### src/rtl/add_32.sv
// Registered 32-bit adder with carry/overflow/zero flags and one-cycle latency.
// Core is two-level carry lookahead: eight 4-bit CLA groups plus a group lookahead unit.

module add_32_cla4 (
  input  logic [3:0] g,
  input  logic [3:0] p,
  input  logic       cin,
  output logic [3:0] c,
  output logic       gg,
  output logic       gp
);

  // c[i] is the carry into bit i of the group; c[0] is the group carry-in.
  always_comb begin
    c[0] = cin;
    c[1] = g[0] | (p[0] & cin);
    c[2] = g[1] | (p[1] & g[0]) | (p[1] & p[0] & cin);
    c[3] = g[2] | (p[2] & g[1]) | (p[2] & p[1] & g[0]) | (p[2] & p[1] & p[0] & cin);
    gg   = g[3] | (p[3] & g[2]) | (p[3] & p[2] & g[1]) | (p[3] & p[2] & p[1] & g[0]);
    gp   = &p;
  end

endmodule

module add_32_lookahead (
  input  logic [7:0] g,
  input  logic [7:0] p,
  input  logic       cin,
  output logic [8:0] c
);

  // Each group carry is a flat sum of products over all lower groups, not a ripple.
  always_comb begin
    logic term;
    logic acc;
    c    = '0;
    c[0] = cin;
    for (int unsigned k = 0; k < 8; k++) begin
      acc = cin;
      for (int unsigned m = 0; m <= k; m++) begin
        acc = acc & p[m];
      end
      for (int unsigned j = 0; j <= k; j++) begin
        term = g[j];
        for (int unsigned m = j + 1; m <= k; m++) begin
          term = term & p[m];
        end
        acc = acc | term;
      end
      c[k+1] = acc;
    end
  end

endmodule

module add_32 (
  input  logic        clk,
  input  logic        rst_n,
  input  logic        in_valid,
  input  logic [31:0] x,
  input  logic [31:0] y,
  output logic [31:0] sum,
  output logic        carry,
  output logic        ovf,
  output logic        zero,
  output logic        out_valid
);

  logic [31:0] g_bit, p_bit, c_bit, sum_c;
  logic [7:0]  grp_g, grp_p;
  logic [8:0]  grp_c;

  assign g_bit = x & y;
  assign p_bit = x ^ y;

  for (genvar gi = 0; gi < 8; gi++) begin : g_grp
    add_32_cla4 u_cla4 (
      .g   (g_bit[4*gi +: 4]),
      .p   (p_bit[4*gi +: 4]),
      .cin (grp_c[gi]),
      .c   (c_bit[4*gi +: 4]),
      .gg  (grp_g[gi]),
      .gp  (grp_p[gi])
    );
  end

  add_32_lookahead u_lookahead (
    .g   (grp_g),
    .p   (grp_p),
    .cin (1'b0),
    .c   (grp_c)
  );

  assign sum_c = p_bit ^ c_bit;

  logic [31:0] sum_d, sum_q;
  logic        carry_d, carry_q;
  logic        ovf_d, ovf_q;
  logic        zero_d, zero_q;
  logic        out_valid_d, out_valid_q;

  // Data registers hold while idle, so operands are only observed when in_valid is high.
  always_comb begin
    sum_d       = sum_q;
    carry_d     = carry_q;
    ovf_d       = ovf_q;
    zero_d      = zero_q;
    out_valid_d = 1'b0;
    if (in_valid) begin
      sum_d       = sum_c;
      carry_d     = grp_c[8];
      ovf_d       = (x[31] == y[31]) && (sum_c[31] != x[31]);
      zero_d      = (sum_c == '0);
      out_valid_d = 1'b1;
    end
  end

  always_ff @(posedge clk) begin
    if (!rst_n) begin
      sum_q       <= '0;
      carry_q     <= 1'b0;
      ovf_q       <= 1'b0;
      zero_q      <= 1'b0;
      out_valid_q <= 1'b0;
    end else begin
      sum_q       <= sum_d;
      carry_q     <= carry_d;
      ovf_q       <= ovf_d;
      zero_q      <= zero_d;
      out_valid_q <= out_valid_d;
    end
  end

  assign sum       = sum_q;
  assign carry     = carry_q;
  assign ovf       = ovf_q;
  assign zero      = zero_q;
  assign out_valid = out_valid_q;

endmodule

### config.mk
export PLATFORM = sky130hd
export DESIGN_NAME = add_32
export DESIGN_NICKNAME = d
export VERILOG_FILES = /design/src/rtl/add_32.sv
export SDC_FILE = /design/constraint.sdc
export NUM_CORES = 1
export LEC_CHECK = 0
export CAP_MARGIN = 20
export CORE_MARGIN = 2
export CORE_UTILIZATION = 50
export CTS_BUF_LIST = sky130_fd_sc_hd__clkbuf_8
export DETAILED_ROUTE_END_ITERATION = 16
export PLACE_DENSITY_LB_ADDON = 0.25
export SYNTH_ARGS = -nofsm -noshare
export SYNTH_HDL_FRONTEND = slang
export SYNTH_SLANG_ARGS = --single-unit
### constraint.sdc
create_clock -name clk -period 5.9 [get_ports clk]
set_clock_uncertainty 0.05 [all_clocks]
set_input_delay 0.59 -clock clk [delete_from_list [all_inputs] [get_ports clk]]
set_output_delay 0.59 -clock clk [all_outputs]
set_load 0.01 [all_outputs]
* Word level (Yosys, flattened, before mapping)
Index checks and enable logic that the tools add are counted.
Widths: inputs -> output; s select.
** Cells by class
- Equal/unequal tests :: 2
- Mux-type cells :: 1
- Bitwise gates (word level) :: 235
- Reductions and logical operators :: 9
** Operators by type and width (count)
- $and 1x1->1 :: 135
- $or 1x1->1 :: 97
- $xor 32x32->32 :: 2
- $and 32x32->32 :: 1
- $logic_not 32->1 :: 1
- $reduce_and 4->1 :: 7
- $eq 1x1->1 :: 1
- $logic_and 1x1->1 :: 1
- $mux 1 :: 1
- $ne 1x1->1 :: 1
** Word-level totals
- Flip-flop bits (word level) :: 36
- Bits of input ports :: 67
- Output and inout bits :: 36
- Word-level logic and storage cells :: 252

* Depth between registers and ports, before layout
- Depth after elaboration :: 22
- Gate-level depth with buffers :: 17
- Gate-level depth less buffers :: 16

* Hierarchy
Synthesis repeated with hierarchy kept, for this count alone.
** Unflattened totals
- Cell total of the unflattened synthesis :: 319
- Area total of the unflattened synthesis :: 2717.6 sq um
** By module, submodules not included
- add_32 :: instances 1, cells an instance 198, area an instance 2057.0 sq um, seq. area each 720.7 sq um
- add_32_cla4 :: instances 8, cells an instance 13, area an instance 67.6 sq um, seq. area each 0.0 sq um
- add_32_lookahead :: instances 1, cells an instance 17, area an instance 120.1 sq um, seq. area each 0.0 sq um

* Worst setup path before layout
No wires, ideal clock.
- Path kind :: input to register
- From :: input port y[3]
- To :: register zero_q, in the netlist zero
- Setup time :: 0.057 ns
- Arrival time :: 3.908 ns
- Required time :: 5.793 ns
- Slack :: 1.884 ns
- Stages :: 16
- Buffers on the path :: 0
- Cell sequence :: ha_1 -> a41o_1 -> a21oi_2 -> o311ai_4 -> a21o_2 -> a22oi_2 -> o21bai_1 -> fa_1 -> nor3_1 -> nand4_1 -> nor4_1 -> nand2_1 -> a211oi_2 -> o2111ai_1 -> a2111oi_2 -> a21o_1
** On the way
- Elaborated cells on any way between the ends :: 81
- Those cells by class :: bitwise: 80; reduce/logical: 1
** RTL lines
- from (decl) :: RTL line 61 : input logic [31:0] y,
- $xor 32x32->32 :: RTL line 74 : assign p_bit = x ^ y;
- $and 1x1->1 :: RTL line 19 : gg = g[3] | (p[3] & g[2]) | (p[3] & p[2] & g[1]) | (p[3] & p[2] & p[1] & g[0]);
- $or 1x1->1 or $and 1x1->1 (tied branches) (2 in a row) :: RTL line 19
- $or 1x1->1 * :: RTL line 19
- $and 1x1->1 * (6 in a row) :: RTL line 46 : term = term & p[m];
- $or 1x1->1 * (6 in a row) :: RTL line 48 : acc = acc | term;
- $xor 32x32->32 * :: RTL line 94 : assign sum_c = p_bit ^ c_bit;
- via sum_c[28] :: RTL line 69 : logic [31:0] g_bit, p_bit, c_bit, sum_c;
- $logic_not 32->1 * :: RTL line 113 : zero_d = (sum_c == '0);
- to (signal assigned) :: RTL line 129 : zero_q <= zero_d;
- to (decl) :: RTL line 99 : logic zero_d, zero_q;
The timed path passes the listed nets; every way through them passes the cells marked *.
A chain may end at the register's enable or synchronous reset.

* Worst setup path after layout
- From :: input port y[1]
- To :: register zero_q, in the netlist zero
** On the way
- Elaborated cells on any way between the ends :: 85
- Those cells by class :: bitwise: 84; reduce/logical: 1
** RTL lines (RTL line)
- $and 32x32->32 or $xor 32x32->32 (tied branches) :: 73, 74
- $and 1x1->1 :: 19
- $or 1x1->1 or $and 1x1->1 (tied branches) :: 19
- $or 1x1->1 * :: 19
- $and 1x1->1 * (6 in a row) :: 46
- $or 1x1->1 * (6 in a row) :: 48
- $xor 32x32->32 * :: 94
- via sum_c[28] :: 69
- $logic_not 32->1 * :: 113
Marks and branches as above.

==> metrics.log <==
[metrics] result of the run: finished, final reports clean
[metrics] portion of the clock cycle consumed by the worst path in the final layout: 77.6%
[metrics] Sinks on Clock Net: 36
[metrics] number of flops mapped to enable cells by yosys: 0
[metrics] classification of the worst setup path: in -> reg
[metrics] setup repair bufs after CTS: 0
[metrics] pin count of the biggest net entering global routing: 49
[metrics] worst IR drop on VDD: 0.000117 V
[metrics] leading cell types by total area after synthesis: sky130_fd_sc_hd__dfxtp_1 (25%), sky130_fd_sc_hd__ha_1 (14%), sky130_fd_sc_hd__mux2i_1 (8.1%)
[metrics] post-synthesis async set-or-reset flop share: 0%
[metrics] cts hold-fix bufs: 0
[metrics] post-synth top area cell: sky130_fd_sc_hd__dfxtp_1
[metrics] PwrDens: 198 mW/mm2
[metrics] mean instance size in the synthesized netlist: 9.20 um2
[metrics] most instantiated cells after synthesis: sky130_fd_sc_hd__dfxtp_1 (36), sky130_fd_sc_hd__ha_1 (32), sky130_fd_sc_hd__nand2_1 (24), sky130_fd_sc_hd__mux2i_1 (23), sky130_fd_sc_hd__nor2b_1 (22)
[metrics] number of buffers on the longest clock path: 2
[metrics] total nets after synthesis: 416
[metrics] maxcap violations: 0
[metrics] endpoint type of the worst setup path: flip-flop
[metrics] count of standard-cell rows: 27
[metrics] maximum level of the CTS H-tree: 2
[metrics] internal power consumption: 531 uW
[metrics] Antenna Cells: 0
[metrics] Synth Flop Type: sky130_fd_sc_hd__dfxtp_1
[metrics] clock transition at the register clock pins on the worst setup and hold paths after CTS: 0.07 ns
[metrics] Chip Width: 79.4 um
[metrics] Area Overhead vs Synth: 40.9%
[metrics] total I/O pin count: 103
[metrics] RD Place Congestion: 0.885
[metrics] Hold Vio Cnt, Final: 0
[metrics] final net count: 517
[metrics] sequential cell area fraction in the yosys report: 25.3%
[metrics] sort of element at the start of the critical path: primary input
[metrics] Fin Hold WS: 0.435 ns
[metrics] number of global-route vias before repair: 2631
[metrics] vertical die dimension: 79.4 um
[metrics] slew at the pin with the worst max-slew slack: 0.609 ns
[metrics] initial standard-cell utilization of the core: 51.6%
[metrics] mapped cell area: 0.00284 mm2
[metrics] cell count after synthesis: 309
[metrics] leak pwr: 0.00173 uW
[metrics] average detailed-routed wire length per instance: 14.7 um
[metrics] final number of max-transition violations: 0
[metrics] maximum clock frequency: 0.218 GHz
[metrics] signal arrival time at the worst endpoint: 4.76 ns
[metrics] number of setup violations in the final report: 0
[metrics] Num CTS Buffers: 5
[metrics] Sequential Power Share: 35.5%
[metrics] Clock Tree Root: sky130_fd_sc_hd__clkbuf_8
[metrics] remaining global-route overflow: 0
[metrics] sw power: 264 uW
[metrics] Core Area: 0.00551 mm2
[metrics] path category of the worst min-delay check: reg -> reg
[metrics] fin cells: 482
[metrics] pre-CTS WS: 1.01 ns
[metrics] TritonCTS clock tree: done
[metrics] placed wire-length estimate after detailed placement: 5770 um
[metrics] number of antenna violations at the first check in global routing: 0
[metrics] Gates resized, CTS repair: 0
[metrics] fraction of layout instances using a drive strength above 1: 6.10%
[metrics] clk_lat worst skew: 0.28 ns
[metrics] CP Max Fanout: 6
[metrics] final antenna-violating net count: 0
[metrics] portion of synthesized cell area occupied by the leading cell type: 25.3%
[metrics] vias per std cell: 5.46
[metrics] number of register bits inferred by synthesis: 36
[metrics] required time of the worst setup path: 6.08 ns
[metrics] Total Power: 794 uW
[metrics] distinct cell type count of the synthesized netlist: 50
[metrics] Iter 0 DRT Violations: 109
[metrics] wire length of the first global-routing pass: 11800 um
[metrics] most frequent cell after synthesis: sky130_fd_sc_hd__dfxtp_1
[metrics] RSZ-0062 raised after global routing: false
[metrics] final period demand of the worst path: 4.58 ns
[metrics] yosys warns: 0
[metrics] net switching share of the total power: 33.2%
[metrics] Relative slew margins: 59.4%
[metrics] Total Neg Setup Slack: 0 ns
[metrics] total number of vias: 2633
[metrics] total wirelength of the detailed-routed design: 7080 um
[metrics] all-layer global routing usage: 23.5%
[metrics] number of instances in the placed design: 475
[metrics] smallest setup slack after layout: 1.32 ns
[metrics] part of the total power dissipated in combinational logic: 43.3%
[metrics] DRC violation count after routing: 0
[metrics] area of the die: 0.00631 mm2
[metrics] Buffers on Ports: 102
[metrics] First-pass DRT Iterations: 4
[metrics] proportion of power drawn by the clock network: 21.2%
-- state kept, by name, indices dropped and copies added, names as in the netlist --
register / cells
sum: 32
carry: 1
out_valid: 1
ovf: 1
zero: 1
-- power groups by stage --
stage	registers, uW	logic (uW)	clock network (uW)
final	282	344	168
after detailed placement	288	342	0
after global placement	287	335	0
after floorplan	298	185	0
after CTS	282	344	173
after global routing	285	376	186
-- worst paths after layout --
path,slack [ns],start,end,depth (start not counted)
max,1.32,y[1],zero$_SDFFE_PN0P_,17
min,0.43,sum[4]$_SDFFE_PN0P_,sum[4]$_SDFFE_PN0P_,1
max reg2reg,5.02,sum[15]$_SDFFE_PN0P_,sum[15]$_SDFFE_PN0P_,3
min reg2reg,0.43,sum[4]$_SDFFE_PN0P_,sum[4]$_SDFFE_PN0P_,1
-- placed cells by master, fill, tap and decap left out, types with 4 or more instances in the layout --
cell type,n
sky130_fd_sc_hd__and2_1,4
sky130_fd_sc_hd__fa_1,8
sky130_fd_sc_hd__inv_1,12
sky130_fd_sc_hd__o21ai_0,12
sky130_fd_sc_hd__xor2_1,11
sky130_fd_sc_hd__clkbuf_8,5
sky130_fd_sc_hd__nand2b_1,5
sky130_fd_sc_hd__dfxtp_1,36
sky130_fd_sc_hd__a21o_1,6
sky130_fd_sc_hd__nor2_1,11
sky130_fd_sc_hd__ha_1,32
sky130_fd_sc_hd__nand3_1,5
sky130_fd_sc_hd__nor2b_1,22
sky130_fd_sc_hd__clkdlybuf4s50_1,101
sky130_fd_sc_hd__o211a_1,7
sky130_fd_sc_hd__nand2_1,24
sky130_fd_sc_hd__xnor2_1,14
sky130_fd_sc_hd__a21oi_1,18
sky130_fd_sc_hd__mux2i_1,23
-- stage by stage --
stage	util [%]	area, um2
2_1_floorplan	-	2840
3_3_place_gp	71.3	3930
3_5_place_dp	71.3	3930
4_1_cts	72.8	4010
5_1_grt	72.8	4010
6_report	72.8	4010
-- routing by layer --
layer	share of wire (%)	GRT usage, %
met1	43	28.6
met2	48	39.8
met3	7.3	6.67
met4	2.4	7.93
met5	0	0
-- cell type report --
class,instances,area (um2)
Multi-Input combinational cell,251,2040
Fill cell,438,1500
Timing Repair Buffer,104,1030
Sequential cell,36,721
Tap cell,72,90.1
Clock buffer,5,68.8
Inverter,12,45.0
Clock inverter,2,12.5
-- critical path: stages --
cell	delay (ns)
sky130_fd_sc_hd__clkdlybuf4s50_1	0.45
sky130_fd_sc_hd__ha_1	0.33
sky130_fd_sc_hd__a41o_1	0.24
sky130_fd_sc_hd__a21oi_2	0.21
sky130_fd_sc_hd__o311ai_4	0.18
sky130_fd_sc_hd__a21o_2	0.28
sky130_fd_sc_hd__a22oi_2	0.29
sky130_fd_sc_hd__o21bai_1	0.13
sky130_fd_sc_hd__fa_1	0.49
sky130_fd_sc_hd__nor3_1	0.24
sky130_fd_sc_hd__nand4_1	0.13
sky130_fd_sc_hd__nor4_1	0.24
sky130_fd_sc_hd__nand2_1	0.10
sky130_fd_sc_hd__a211oi_2	0.20
sky130_fd_sc_hd__o2111ai_1	0.14
sky130_fd_sc_hd__a2111oi_2	0.35
sky130_fd_sc_hd__a21o_1	0.16
-- cell families after synthesis --
kind of cell | Yosys count | synth area share, %
multiplexers | 23 | 8.10
buffers and inverters | 22 | 2.95
AO/OA/AOI/OAI | 70 | 18.5
flip-flops | 36 | 25.3
adder cells (fa/ha/maj) | 40 | 19.7
XOR/XNOR | 25 | 7.70
AND/OR/NAND/NOR | 93 | 17.7
Power figures use the tool's default switching activity.
